--- src/rtl/his_readout_fsm_pkg.sv ---
// Shared histogram geometry and readout state encoding, common to the
// histogram builder and the readout engine.
package his_pkg;

  localparam int BIN_NUM   = 64;
  localparam int BIN_W     = $clog2(BIN_NUM);
  localparam int PIXEL_NUM = 200;
  localparam int PIX_W     = 8;
  localparam int CNT_W     = 8;
  localparam int ADDR_W    = 14;

  typedef enum logic [2:0] {
    ST_IDLE = 3'd0,
    ST_RD   = 3'd1,
    ST_CAP  = 3'd2,
    ST_OUT  = 3'd3,
    ST_PEAK = 3'd4,
    ST_DONE = 3'd5
  } his_rd_state_t;

endpackage

--- src/rtl/his_readout_fsm_peak_tracker.sv ---
// Running maximum over one pixel's bins; ties keep the earliest (lowest) bin
// because a later bin must be strictly larger to replace the current peak.
module his_peak_tracker #(
  parameter int BIN_W = his_pkg::BIN_W,
  parameter int CNT_W = his_pkg::CNT_W
) (
  input  logic             clk,
  input  logic             res,
  input  logic             clr,
  input  logic             ld,
  input  logic [BIN_W-1:0] bin,
  input  logic [CNT_W-1:0] count,
  output logic [BIN_W-1:0] pk_bin,
  output logic [CNT_W-1:0] pk_count
);

  logic take;

  // Bin 0 seeds the tracker so an all-zero histogram still reports bin 0.
  assign take = ld & ((bin == '0) | (count > pk_count));

  always_ff @(posedge clk or negedge res) begin
    if (!res) begin
      pk_bin   <= '0;
      pk_count <= '0;
    end else if (clr) begin
      pk_bin   <= '0;
      pk_count <= '0;
    end else if (take) begin
      pk_bin   <= bin;
      pk_count <= count;
    end
  end

endmodule

--- src/rtl/his_readout_fsm.sv ---
// Histogram readout engine: walks a completed histogram bank bin by bin,
// streams every count on valid/ready and reports each pixel's peak bin.
module his_readout_fsm #(
  parameter int BIN_NUM   = his_pkg::BIN_NUM,
  parameter int BIN_W     = his_pkg::BIN_W,
  parameter int PIXEL_NUM = his_pkg::PIXEL_NUM,
  parameter int PIX_W     = his_pkg::PIX_W,
  parameter int CNT_W     = his_pkg::CNT_W,
  parameter int ADDR_W    = his_pkg::ADDR_W
) (
  input  logic              clk,
  input  logic              res,
  input  logic              start,
  input  logic              bank,
  output logic              rd_en,
  output logic              rd_bank,
  output logic [ADDR_W-1:0] rd_addr,
  input  logic [CNT_W-1:0]  rd_data,
  output logic              m_valid,
  input  logic              m_ready,
  output logic [PIX_W-1:0]  m_pixel,
  output logic [BIN_W-1:0]  m_bin,
  output logic [CNT_W-1:0]  m_count,
  output logic              m_last_bin,
  output logic              m_last,
  output logic              pk_valid,
  output logic [PIX_W-1:0]  pk_pixel,
  output logic [BIN_W-1:0]  pk_bin,
  output logic [CNT_W-1:0]  pk_count,
  output logic              busy,
  output logic              done,
  output logic              overrun
);

  import his_pkg::*;

  his_rd_state_t    state;
  his_rd_state_t    state_nxt;
  logic [PIX_W-1:0] pixel;
  logic [BIN_W-1:0] bin;
  logic             last_bin;
  logic             last_pix;
  logic             hs;
  logic [BIN_W-1:0] trk_bin;
  logic [CNT_W-1:0] trk_count;

  // Address is formed at full ADDR_W width so the product never truncates.
  function automatic logic [ADDR_W-1:0] calc_addr(input logic [PIX_W-1:0] pix,
                                                  input logic [BIN_W-1:0] b);
    return ADDR_W'(pix) * ADDR_W'(BIN_NUM) + ADDR_W'(b);
  endfunction

  assign last_bin = (bin == BIN_W'(BIN_NUM - 1));
  assign last_pix = (pixel == PIX_W'(PIXEL_NUM - 1));
  assign hs       = (state == ST_OUT) & m_valid & m_ready;

  assign busy     = (state != ST_IDLE);
  assign done     = (state == ST_DONE);
  assign rd_en    = (state == ST_RD);
  assign rd_addr  = rd_en ? calc_addr(pixel, bin) : '0;

  // Peak outputs are only meaningful during the PEAK cycle; zero otherwise.
  assign pk_valid = (state == ST_PEAK);
  assign pk_pixel = pk_valid ? pixel     : '0;
  assign pk_bin   = pk_valid ? trk_bin   : '0;
  assign pk_count = pk_valid ? trk_count : '0;

  always_comb begin
    state_nxt = state;
    case (state)
      ST_IDLE: if (start) state_nxt = ST_RD;
      ST_RD:   state_nxt = ST_CAP;
      ST_CAP:  state_nxt = ST_OUT;
      ST_OUT:  if (hs) state_nxt = last_bin ? ST_PEAK : ST_RD;
      ST_PEAK: state_nxt = last_pix ? ST_DONE : ST_RD;
      ST_DONE: state_nxt = ST_IDLE;
      default: state_nxt = ST_IDLE;
    endcase
  end

  // Control: state, walk counters, bank latch, overrun flag.
  always_ff @(posedge clk or negedge res) begin
    if (!res) begin
      state   <= ST_IDLE;
      pixel   <= '0;
      bin     <= '0;
      rd_bank <= 1'b0;
      overrun <= 1'b0;
    end else begin
      state   <= state_nxt;
      overrun <= start & busy;
      case (state)
        ST_IDLE: begin
          if (start) begin
            rd_bank <= bank;
            pixel   <= '0;
            bin     <= '0;
          end
        end
        ST_OUT: begin
          if (hs && !last_bin) bin <= bin + 1'b1;
        end
        ST_PEAK: begin
          if (!last_pix) begin
            pixel <= pixel + 1'b1;
            bin   <= '0;
          end
        end
        default: ;
      endcase
    end
  end

  // Stream stage: capture the read data one cycle after the read strobe and
  // hold it until the downstream handshake.
  always_ff @(posedge clk or negedge res) begin
    if (!res) begin
      m_valid    <= 1'b0;
      m_pixel    <= '0;
      m_bin      <= '0;
      m_count    <= '0;
      m_last_bin <= 1'b0;
      m_last     <= 1'b0;
    end else if (state == ST_CAP) begin
      m_valid    <= 1'b1;
      m_pixel    <= pixel;
      m_bin      <= bin;
      m_count    <= rd_data;
      m_last_bin <= last_bin;
      m_last     <= last_bin & last_pix;
    end else if (hs) begin
      m_valid    <= 1'b0;
    end
  end

  his_peak_tracker #(
    .BIN_W (BIN_W),
    .CNT_W (CNT_W)
  ) u_peak (
    .clk      (clk),
    .res      (res),
    .clr      (pk_valid),
    .ld       (hs),
    .bin      (m_bin),
    .count    (m_count),
    .pk_bin   (trk_bin),
    .pk_count (trk_count)
  );

endmodule

--- config.mk ---
export PLATFORM = sky130hd
export DESIGN_NAME = his_readout_fsm
export DESIGN_NICKNAME = d
export VERILOG_FILES = /design/src/rtl/his_readout_fsm_pkg.sv /design/src/rtl/his_readout_fsm_peak_tracker.sv /design/src/rtl/his_readout_fsm.sv
export SDC_FILE = /design/constraint.sdc
export NUM_CORES = 1
export LEC_CHECK = 0
export ABC_AREA = 1
export CORE_MARGIN = 8
export CORE_UTILIZATION = 46
export CTS_CLUSTER_SIZE = 28
export DETAILED_ROUTE_END_ITERATION = 8
export PLACE_DENSITY_LB_ADDON = 0.25
export SYNTH_ARGS = -nofsm -noshare
export SYNTH_HDL_FRONTEND = slang
export SYNTH_SLANG_ARGS = --single-unit
--- constraint.sdc ---
create_clock -name clk -period 4.66 [get_ports clk]
set_clock_uncertainty 0.15 [all_clocks]
set_input_delay 0.932 -clock clk [delete_from_list [all_inputs] [get_ports clk]]
set_output_delay 0.932 -clock clk [all_outputs]
set_load 0.1 [all_outputs]
Word-level counts from Yosys, hierarchy flattened
Index checks and enable logic that the tools add are counted.
Word-level totals
  register bits after elaboration: 58
  bits of input ports: 13
  logic and storage cells: 69
Cells by class
  add/subtract/negate cells: 3
  magnitude comparators: 1
  eq/ne operators: 11
  muxes and demuxes: 22
  bitwise logic cells: 6
  reduce and logical (&&, ||, !) cells: 13
Operators with widths (count)
  $mux W8: 6
  $mux W6: 6
  $pmux W6 S3: 1
  $pmux W8 S2: 1
  $pmux W3 S5: 1
  $add A14 B6 Y14: 1
  $mux W14: 1
  $mux W3: 4
  $add A8 B1 Y8 const B: 1
  $eq A8 B8 Y1 const B: 1
  $gt A8 B8 Y1: 1
  $add A6 B1 Y6 const B: 1
  $eq A3 B2 Y1 const B: 2
  $eq A3 B3 Y1 const B: 2
  $eq A6 B6 Y1 const B: 1
  $logic_not A6 Y1: 1
  $ne A2 B2 Y1 const B: 3
  $reduce_bool A2 Y1: 3
  $reduce_bool A3 Y1: 2
  $and A1 B1 Y1: 5
  $reduce_and A2 Y1: 2
  $reduce_and A4 Y1: 1
  $eq A3 B1 Y1 const B: 1
  $logic_not A3 Y1: 1
  other kinds (6): 7

Depth between registers and ports, before layout
  depth in word-level cells: 6
  depth in mapped cells: 15

Hierarchy
Synthesis repeated with hierarchy kept, for this count alone.
Unflattened totals
  cells, all modules: 407
  area total of the unflattened synthesis: 3200.6 µm²
By module, submodules not included
  his_readout_fsm: times used 1, cells an instance 303, area each 2274.7 µm², seq. area each 1101.1 µm²
  his_peak_tracker: times used 1, cells an instance 104, area each 925.9 µm², seq. area each 350.3 µm²

Worst setup path before layout
Ideal clock, no wire load.
  path kind: flip-flop to output port
  start point: reg state[0]
  end point: out rd_addr[10]
  data arrival time: 4567 ps
  data required time: 3578 ps
  path slack: -989 ps
  stages on the path, launching flop included: 6
  cell sequence: dfrtp_1 > inv_1 > nor3_1 > inv_1 > clkbuf_1 > nor2_1
Between the ends
  longest elaborated chain between the ends: 2
RTL lines
  from (decl): line his_readout_fsm.sv:37  | his_rd_state_t state;
  from (signal assigned): line his_readout_fsm.sv:90  | state <= state_nxt;
  $eq A3 B1 Y1: line his_readout_fsm.sv:59  | assign rd_en = (state == ST_RD);
  net rd_en: line his_readout_fsm.sv:15  | output logic rd_en,
  $mux W14: line his_readout_fsm.sv:60  | assign rd_addr = rd_en ? calc_addr(pixel, bin) : '0;
  to (decl): line his_readout_fsm.sv:17  | output logic [ADDR_W-1:0] rd_addr,
The timed path passes the listed nets, and every way through them passes these cells.

Final worst setup path
  start point: reg state[0]
  end point: out rd_addr[1]
Between the ends
  longest elaborated chain between the ends: 2
RTL lines (line)
  $eq A3 B1 Y1: his_readout_fsm.sv:59
  $mux W14: his_readout_fsm.sv:60
Every way passes these cells.

==> results.cfg <==
[worst_setup_path]
startpoint_type = flip-flop
cp.arrival_ns = 2.63
path_class = reg2out
worstPathRequired_ns = 3.58
r2r-end = m_bin[4]
reg2reg_setup_slack_ns = 2.00
crit_chain = inv_1 > nor3_2 > inv_1 > nor2_1 > clkdlybuf4s50_1
cp_max_fo = 15
rr_worst_depth = 6
slowest_stage = clkdlybuf4s50_1
r2r_start = state[2]
critPathCaptureType = primary output
crit_path_frequent_cell = inv_1
crit_path_max_incr_delay_ns = 1.15

[grt]
antenna_found_initial = 0
grt.total_usage = 0.174
grt_use_met2 = 0.282
grt_max_degree = 42
use_met3 = 0.0462
grt_pass1_vias = 2820
grt.met1_usage = 0.216
gr-total-overflow = 0
busiest_layer = met2
grt_pass1_wl_um = 13700

[timing]
setup_viol = 0
fin_tns_setup_ns = 0
whs_ns = 0.335
post-route-period-util = 0.798
rsz0062_at_grt = no
tightest_slew_ns = 1.09
final_hold_viol_count = 0
slew_viol_final = 0
slew_headroom = 0.275
fin_crit_ns = 3.72
fmax_mhz = 269

[pwr]
powerDensity_mw_per_mm2 = 625
total_power_mw = 2.49
leakage_nw = 1.89
vdd_ir_drop_max_v = 0.000611

[layout]
layout_commonest_cell = nand2_1
seqCellArea_mm2 = 0.00145
drive_above_1_share = 0.126
final_cell_mix = nand2_1, dfrtp_1, clkdlybuf4s50_1
antenna_cells = 0
multi_input_area_mm2 = 0.00134
fillers = 557
syn_to_final_growth_pct = 31.6
final_cells = 539
nets = 480

[min_path]
hold_end = m_pixel[6]
hp-start = m_pixel[6]
holdCritPathClass = reg2reg
whs_path_depth = 2

[routing]
drtIter0Drc = 104
drtPass1Iterations = 4
drt-total-wl_um = 7850
routedWlPerCell_um = 14.6
drt.antenna.violating_nets = 0
drc = 0
via_count = 2758
vias_per_cell = 5.12

[floorplan]
ios = 80
dieArea_mm2 = 0.00942
die_h_um = 97.1
start_util = 0.476
core_area_mm2 = 0.00635
die_width_um = 97.1
num_rows = 29

[placed_design]
dp_cells = 523
place.port_buffers = 79
place.gp.congestion = 0.861
dp_hpwl_um = 5730

[cts]
cts_tree = built
cts_max_level = 3
path_clk_slew_ns = 0.07
cts_buffers = 9
clock_latency_ns = 0.33
cts_setup_buffers = 0
cts-resized-gates = 0
cts.path.max_buffers = 2
cts_sinks = 58
hold_buffers = 0
cts_root_buffer = clkbuf_8

[run]
maxCapViolations = 0

[yosys]
yosysWarnings = 0
async_flop_share = 1.00
ys.flop_type = dfrtp_1
yosys_register_bits = 58
synth-seq-area-share = 0.480
ys_types = 29
syn_nets = 402
syn_area_mm2 = 0.00302
synth_edf_count = 0
syn_avg_cell_area_um2 = 7.98
synthCells = 379

[outcome]
status = finished clean
==> how the worst max path moves through the flow <==
stage                        start          end  slack [ns]  cells past startpoint
final                     state[0]   rd_addr[1]        0.94                      5
after global routing      state[0]   rd_addr[1]        0.77                      5
after CTS                 state[0]   rd_addr[1]        0.93                      5
after detailed placement  state[0]   rd_addr[0]        1.31                      5
after global placement    state[0]   rd_addr[8]        1.39                      5
after floorplan           state[0]  rd_addr[10]        0.02                      5
==> power by group <==
part	internal [mW]	leakage, nW	switching (mW)
logic	0.316	1.03	0.986
registers	0.632	0.770	0.112
clock network	0.243	0.0958	0.198
==> metrics by stage <==
stage / worst slack (ns) / cell area [µm²] / utilization
after floorplan: 0.0244 / 3030 / -
after global placement: 1.39 / 3790 / 0.597
after detailed placement: 1.31 / 3790 / 0.597
after CTS: 0.930 / 3980 / 0.627
after global routing: 0.773 / 3980 / 0.627
final: 0.943 / 3980 / 0.627
==> registers in the layout, indices dropped and copies added (netlist names), 3 cells and up <==
name             count
bin                  6
m_bin                6
u_peak.pk_count      8
u_peak.pk_bin        6
state                3
pixel                8
m_pixel              8
m_count              8
==> critical path, delay by kind of cell (launching register included) <==
kind                   cells  cell delay, ns
buffers and inverters      3            1.54
DFF                        1            0.43
and+or+nand+nor            2            0.33
==> cell type report <==
cell class                      count  share of cell area
Multi-Input combinational cell    262               0.337
Sequential cell                    58               0.365
Clock inverter                      6              0.0145
Clock buffer                       10              0.0321
Tap cell                           77              0.0242
Timing Repair Buffer               80               0.184
Inverter                           46              0.0434
==> cell usage after synthesis, types with 2 or more instances <==
| master | number | area share |
|---|---|---|
| a21oi_1 | 5 | 0.0083 |
| buf_1 | 2 | 0.0025 |
| buf_2 | 6 | 0.0099 |
| clkbuf_1 | 4 | 0.0050 |
| dfrtp_1 | 58 | 0.48 |
| ha_1 | 10 | 0.041 |
| inv_1 | 42 | 0.052 |
| inv_2 | 4 | 0.0050 |
| nand2_1 | 94 | 0.12 |
| nand3_1 | 40 | 0.066 |
| nand4_1 | 4 | 0.0083 |
| nor2_1 | 49 | 0.061 |
| nor2_4 | 4 | 0.015 |
| nor2_8 | 2 | 0.013 |
| nor3_1 | 7 | 0.012 |
| nor4_1 | 2 | 0.0041 |
| o21ai_0 | 24 | 0.040 |
| o21ai_1 | 5 | 0.0083 |
| xor2_1 | 7 | 0.020 |
==> per-layer routing <==
layer	wire (µm)	share of wire	vias to the layer above
met4	134	0.017	0
li1	-	-	1358
met2	3620	0.46	72
met3	419	0.053	15
met1	3670	0.47	1313
met5	0	0	-
==> cell families after synthesis <==
logic type,Yosys count,synth area share
flip-flops,58,0.480
XOR/XNOR,7,0.0203
buffers and inverters,59,0.0782
AND/OR/NAND/NOR,207,0.311
adder cells (fa/ha/maj),10,0.0414
AO/OA/AOI/OAI,38,0.0687
Power figures use the tool's default switching activity.
